**src/rtl/br_seq_pkg.sv**
```systemverilog
// Shared types and constants for the branch fetch sequencer.
package br_seq_pkg;

    typedef enum logic [3:0] {
        S_IDLE, S_T0, S_T1, S_T2, S_DEC, S_T3, S_T4, S_T5, S_T6, S_FIN
    } state_t;

    localparam logic [4:0] ALU_INC_C = 5'b11111;
    localparam logic [4:0] ALU_ADD_C = 5'b00011;
    localparam logic [4:0] OPC_BR_C  = 5'b10010;

endpackage

```
**src/rtl/mem_wait_timer.sv**
```systemverilog
// Saturating count of cycles spent waiting in T1; limit flags WAIT_MAX extra cycles.
module mem_wait_timer #(
    parameter int WAIT_MAX = 15
) (
    input  logic clock,
    input  logic clear_n,
    input  logic clr,
    input  logic en,
    output logic limit
);

    localparam int CNT_W = (WAIT_MAX < 1) ? 1 : $clog2(WAIT_MAX + 1);

    logic [CNT_W-1:0] count;

    // Holding at the limit keeps the counter from ever wrapping.
    always_ff @(posedge clock) begin
        if (!clear_n || clr)
            count <= '0;
        else if (en && !limit)
            count <= count + CNT_W'(1);
    end

    assign limit = (count == CNT_W'(WAIT_MAX));

endmodule

```
**src/rtl/br_fetch_seq.sv**
```systemverilog
// Fetch (T0-T2) plus conditional branch (T3-T6) control sequencer for the DataPath.
// Define MEM_WAIT_EN to let T1 stall on mem_rdy with a WAIT_MAX timeout.
module br_fetch_seq
    import br_seq_pkg::*;
#(
    parameter int               OPC_W    = 5,
    parameter int               ALU_W    = 5,
    parameter logic [ALU_W-1:0] ALU_INC  = ALU_W'(ALU_INC_C),
    parameter logic [ALU_W-1:0] ALU_ADD  = ALU_W'(ALU_ADD_C),
    parameter logic [OPC_W-1:0] OPC_BR   = OPC_W'(OPC_BR_C),
    parameter int               WAIT_MAX = 15
) (
    input  logic             clock,
    input  logic             clear_n,
    input  logic             start,
    input  logic [OPC_W-1:0] ir_opcode,
    input  logic             con_out,
    input  logic             mem_rdy,
    output logic             pc_out,
    output logic             mar_in,
    output logic             z_in,
    output logic             zlo_out,
    output logic             pc_in,
    output logic             mem_read,
    output logic             mdr_in,
    output logic             mdr_out,
    output logic             ir_in,
    output logic             gra,
    output logic             r_out,
    output logic             con_in,
    output logic             y_in,
    output logic             c_out,
    output logic [ALU_W-1:0] alu_code,
    output logic             busy,
    output logic             done,
    output logic             taken,
    output logic             illegal,
    output logic             timeout
);

    state_t state, next_state;
    logic   taken_q, illegal_q;
    logic   is_illegal;
    logic   wait_expired;

    assign is_illegal = (state == S_DEC) && (ir_opcode != OPC_BR);

`ifdef MEM_WAIT_EN
    logic wait_limit;
    logic timeout_q;

    mem_wait_timer #(.WAIT_MAX(WAIT_MAX)) u_wait (
        .clock   (clock),
        .clear_n (clear_n),
        .clr     (state != S_T1),
        .en      (state == S_T1),
        .limit   (wait_limit)
    );

    // A late mem_rdy on the limit cycle still completes the fetch.
    assign wait_expired = (state == S_T1) && !mem_rdy && wait_limit;

    always_ff @(posedge clock) begin
        if (!clear_n)
            timeout_q <= 1'b0;
        else
            timeout_q <= wait_expired;
    end
`else
    logic [31:0] unused_cfg;
    assign unused_cfg   = {31'(WAIT_MAX), mem_rdy};
    assign wait_expired = 1'b0;
`endif

    always_ff @(posedge clock) begin
        if (!clear_n)
            state <= S_IDLE;
        else
            state <= next_state;
    end

    always_comb begin
        next_state = state;
        case (state)
            S_IDLE: if (start) next_state = S_T0;
            S_T0:   next_state = S_T1;
`ifdef MEM_WAIT_EN
            S_T1: begin
                if (mem_rdy)
                    next_state = S_T2;
                else if (wait_limit)
                    next_state = S_FIN;
            end
`else
            S_T1:   next_state = S_T2;
`endif
            S_T2:   next_state = S_DEC;
            S_DEC:  next_state = (ir_opcode == OPC_BR) ? S_T3 : S_FIN;
            S_T3:   next_state = S_T4;
            S_T4:   next_state = S_T5;
            S_T5:   next_state = S_T6;
            S_T6:   next_state = S_FIN;
            S_FIN:  next_state = S_IDLE;
            default: next_state = S_IDLE;
        endcase
    end

    // Exit flags are registered on the transition into FIN, so they are live only there.
    always_ff @(posedge clock) begin
        if (!clear_n) begin
            taken_q   <= 1'b0;
            illegal_q <= 1'b0;
        end else begin
            illegal_q <= is_illegal;
            if (state == S_T6)
                taken_q <= con_out;
            else if (is_illegal || wait_expired)
                taken_q <= 1'b0;
        end
    end

    always_comb begin
        pc_out   = 1'b0;
        mar_in   = 1'b0;
        z_in     = 1'b0;
        zlo_out  = 1'b0;
        pc_in    = 1'b0;
        mem_read = 1'b0;
        mdr_in   = 1'b0;
        mdr_out  = 1'b0;
        ir_in    = 1'b0;
        gra      = 1'b0;
        r_out    = 1'b0;
        con_in   = 1'b0;
        y_in     = 1'b0;
        c_out    = 1'b0;
        alu_code = '0;
        busy     = 1'b0;
        done     = 1'b0;
        illegal  = 1'b0;
        timeout  = 1'b0;
        taken    = clear_n & taken_q;
        if (clear_n) begin
            busy = (state != S_IDLE);
            case (state)
                S_T0: begin
                    pc_out   = 1'b1;
                    mar_in   = 1'b1;
                    z_in     = 1'b1;
                    alu_code = ALU_INC;
                end
                S_T1: begin
                    zlo_out  = 1'b1;
                    pc_in    = 1'b1;
                    mem_read = 1'b1;
                    mdr_in   = 1'b1;
                end
                S_T2: begin
                    mdr_out = 1'b1;
                    ir_in   = 1'b1;
                end
                S_T3: begin
                    gra    = 1'b1;
                    r_out  = 1'b1;
                    con_in = 1'b1;
                end
                S_T4: begin
                    pc_out = 1'b1;
                    y_in   = 1'b1;
                end
                S_T5: begin
                    c_out    = 1'b1;
                    z_in     = 1'b1;
                    alu_code = ALU_ADD;
                end
                S_T6: begin
                    zlo_out = con_out;
                    pc_in   = con_out;
                end
                S_FIN: begin
                    done    = 1'b1;
                    illegal = illegal_q;
`ifdef MEM_WAIT_EN
                    timeout = timeout_q;
`endif
                end
                default: ;
            endcase
        end
    end

endmodule

```
**config.mk**
```make
export PLATFORM = sky130hd
export DESIGN_NAME = br_fetch_seq
export DESIGN_NICKNAME = d
export VERILOG_FILES = /design/src/rtl/br_seq_pkg.sv /design/src/rtl/mem_wait_timer.sv /design/src/rtl/br_fetch_seq.sv
export SDC_FILE = /design/constraint.sdc
export NUM_CORES = 1
export LEC_CHECK = 0
export CAP_MARGIN = 10
export CORE_UTILIZATION = 39
export CTS_BUF_LIST = sky130_fd_sc_hd__clkbuf_8
export DETAILED_ROUTE_END_ITERATION = 10
export PLACE_DENSITY = 0.86
export RECOVER_POWER = 25
export SLEW_MARGIN = 40
export SYNTH_ARGS = -nofsm -noshare
export SYNTH_HDL_FRONTEND = slang
export SYNTH_HIERARCHICAL = 1
export SYNTH_SLANG_ARGS = --single-unit
```
**constraint.sdc**
```tcl
create_clock -name clock -period 3.3 [get_ports clock]
set_input_delay 0.99 -clock clock [delete_from_list [all_inputs] [get_ports clock]]
set_output_delay 0.99 -clock clock [all_outputs]
set_load 0.02 [all_outputs]
```
==> After elaboration in Yosys (flattened, before gate mapping) <==
Index checks and enable logic that the tools add are counted.
{ "word_totals": {"register_bits": 6, "input_bits": 10, "output_inout_bits": 24} }
{ "classes": {"eq_ne": 12, "n_mux": 30, "n_bitwise": 1, "n_reduce_logical": 6} }
{ "op_table": {"columns": ["op", "n"], "rows": [
  ["$pmux W4 S9", 1],
  ["$mux W1", 24],
  ["$eq A4 B3 Y1 const B", 4],
  ["$pmux W5 S2", 1],
  ["$eq A4 B2 Y1 const B", 2],
  ["$eq A4 B4 Y1 const B", 2],
  ["$mux W4", 2],
  ["$eq A5 B5 Y1 const B", 1],
  ["$mux W5", 1],
  ["$ne A5 B5 Y1 const B", 1],
  ["$eq A4 B1 Y1 const B", 1],
  ["$logic_not A4 Y1", 1],
  ["$reduce_bool A4 Y1", 1],
  ["$reduce_or A2 Y1", 2],
  ["$ne A2 B2 Y1 const B", 1],
  ["$pmux W1 S2", 1],
  ["$reduce_bool A2 Y1", 1],
  ["$and A1 B1 Y1", 1],
  ["$logic_and A1 B1 Y1", 1]
]} }

==> Longest topological paths before layout <==
{ "logic_depth": {"word_depth": 4, "depth_mapped": 5} }

==> Least setup slack after synthesis <==
No wires, ideal clock.
{ "synth_timing": {"path_type": "input port to output port", "start": "input port clear_n", "end": "output port alu_code[2]", "t_arrival_ns": 1.951, "slack_ns": 0.359, "stages": 3, "n_path_buf": 1, "path_cell_list": "nand2b_4 nor3_1 buf_4"} }
{ "synth_via": {"elab_chain_cells": 1} }
{ "synth_lines": {"columns": ["item", "line", "text"], "rows": [
  ["start, declared", "br_fetch_seq.sv:14", "input logic clear_n,"],
  ["$mux W5", "br_fetch_seq.sv:143", "if (clear_n) begin"],
  ["end, declared", "br_fetch_seq.sv:33", "output logic [ALU_W-1:0] alu_code,"]
]} }
No other way between the ends.

==> Worst setup path after layout <==
{ "layout_timing": {"start": "input port clear_n", "end": "output port alu_code[4]"} }
Same word-level chain as after synthesis.

==> flow_metrics.env <==
export IMPL_cpPeakStageDelay_ns=0.25
export IMPL_final_net_count=103
export IMPL_fill_cells=98
export IMPL_rsz0062_at_grt="false"
export IMPL_fin_crit_sh_pct=88.1
export IMPL_synth_edf_count=0
export IMPL_synth_area_top_cells="dfxtp_1 23%, buf_4 19%, nor2_1 6.4%"
export IMPL_antenna_found_initial=0
export IMPL_dieArea_sq_um=1490
export IMPL_async_flop_share_pct=0
export IMPL_finalSetupTns_ns=0
export IMPL_worstSetupPathType="in -> out"
export IMPL_grt_usage_pct=18.5
export IMPL_rows=12
export IMPL_drv_cap=0
export IMPL_final_common_cell="dlygate4sd2_1"
export IMPL_grt_max_degree=14
export IMPL_fin_crit_ns=2.91
export IMPL_first_iter_violations=11
export IMPL_netlist_area_sq_um=524
export IMPL_initial_utilization_pct=44.8
export IMPL_gp_congestion=0.807
export IMPL_worstPathRequired_ns=2.31
export IMPL_yosysUniqueCellTypes=27
export IMPL_arrival_ns=1.92
export IMPL_die_w_um=38.7
export IMPL_synthesis_instances=65
export IMPL_finalMaxSlewViolations=0
export IMPL_dp_final_hpwl_um=879
export IMPL_clk_pin_slew_ns=0.03
export IMPL_cts_made_buffers=3
export IMPL_wirelength_um=1200
export IMPL_end_kind="output port"
export IMPL_insertion_delay_ns=0.22
export IMPL_setup_worst_path_start_class="input pin"
export IMPL_fp_dieH_um=38.7
export IMPL_dp_slack_ns=-0.325
export IMPL_setup_ws_ns=0.392
export IMPL_hold_worst_slack_ns=0.594
export IMPL_ant_nets=0
export IMPL_grt_overflow=0
export IMPL_synthFlopType="dfxtp_1"
export IMPL_status="finished, final reports clean"
export IMPL_ios=34
export IMPL_syn_nets=75
export IMPL_power_w=0.000400
export IMPL_yosysTopAreaCell="dfxtp_1"
export IMPL_slowest_stage="clkdlybuf4s15_2"
export IMPL_wl_per_cell_um=11.4
export IMPL_diodes=0
export IMPL_synth_seq_area_share_pct=22.9
export IMPL_first_pass_iters=4
export IMPL_portBuffers=31
export IMPL_final_cell_mix="10 x dlygate4sd2_1, 9 x nor2_1, 8 x clkdlybuf4s15_2, 7 x clkdlybuf4s50_1"
export IMPL_ir_worst_vdd_mv=0.314
export IMPL_cts_tree="yes"
export IMPL_cts_root_buf="clkbuf_8"
export IMPL_dr_total_vias=507
export IMPL_skew_ns=0.00381
export IMPL_crit_chain="dlymetal6s2s_1, buf_4, nand2b_4, nor3_1, buf_4, clkdlybuf4s15_2"
export IMPL_htree_num_levels=1
export IMPL_p_leak_nw=0.380
export IMPL_hp_class="reg -> reg"
export IMPL_yosysWarnings=6
export IMPL_grt_pass1_vias=432
export IMPL_power_density_nw_per_um2=488
export IMPL_clock_path_buffers=2
export IMPL_drc=0
export IMPL_hold_violations=0
export IMPL_area_growth_syn_to_layout_pct=56.6
export IMPL_timing_fmax_mhz=344
export IMPL_crit_top_cell="buf_4"
export IMPL_synth_seq_cells=6
export IMPL_ctsHoldBuffers=0
export IMPL_drive_gt1_share_pct=23.1
export IMPL_setup_viol=0
export IMPL_yosysTopAreaCellShare_pct=22.9
export IMPL_avgSynthCellArea_sq_um=8.07
export IMPL_final_util_pct=70.1
export IMPL_core_sq_um=1170
export IMPL_cp_max_fo=4
export IMPL_viasPerCell=4.83
export IMPL_cts_sinks=6
export IMPL_grt_pass1_wl_um=1860
kinds of logic (layout without fill, tap and decap cells):
group / Yosys count / in the layout / synth area share (%)
compound gates: 8 / 8 / 10.5
mux: 2 / 2 / 5.01
flops: 6 / 6 / 22.9
other cells: 1 / 1 / 0.715
buf+inv: 14 / 40 / 19.6
xor+xnor: 2 / 2 / 3.34
simple gates: 32 / 32 / 37.9
path summary, 6_finish.rpt:
path	startpoint	to	slack, ns	depth (start not counted)
worst max-delay path	clear_n	alu_code[4]	0.39	6
worst min-delay path	state[0]	state[0]	0.59	1
worst max register to register	state[1]	state[2]	1.90	3
worst min register to register	state[0]	state[0]	0.59	1
registers in the layout, summed over array words and instances, names as in the netlist:
signal and flops:
state 4, illegal_q 1, taken_q 1
through the flow:
step,std cells,area [sq um]
2_1_floorplan,65,524
3_3_place_gp,102,795
3_5_place_dp,102,795
4_1_cts,105,828
5_1_grt,105,821
6_report,105,821
cell usage after synthesis (2+ instances only):
library cell and instances:
buf_4 13, nor2_1 9, dfxtp_1 6, nand2b_1 4, nor2b_1 4, nand2_1 3
a21oi_1 2, and2_1 2, and3_1 2, nor3_1 2, nor4b_2 2
cell type report:
class | count | area [sq um] | share of cell area, %
repair buffers | 37 | 350 | 42.7
flip-flops and latches | 6 | 120 | 14.6
multi-input cells | 45 | 292 | 35.5
well taps | 14 | 17.5 | 2.13
clock buffers | 3 | 41.3 | 5.03
what timing repair did:
action	4_1_cts	5_1_grt
setup endpoints to repair	22	18
gates resized for setup	44	1
buffers inserted	0	0
critical path, delay by kind of cell:
kind,cells,cell delay [ns]
buf+inv,4,0.70
simple gates,2,0.21
report_power, final:
group	switching, W	total, W	internal, W
clock	0.0000323	0.000111	0.0000784
sequential	0.0000285	0.000111	0.0000820
combinational	0.0000956	0.000179	0.0000835
metal layers:
| metal | part of all wire (%) | vias up | track usage [%] |
|---|---|---|---|
| met5 | 0 | - | 0 |
| met4 | 0 | 0 | 2.59 |
| met3 | 6.4 | 0 | 10.4 |
| met2 | 50 | 15 | 29.6 |
| met1 | 43 | 228 | 21.6 |
| li1 | - | 264 | - |
(Power assumes the default switching activity.)
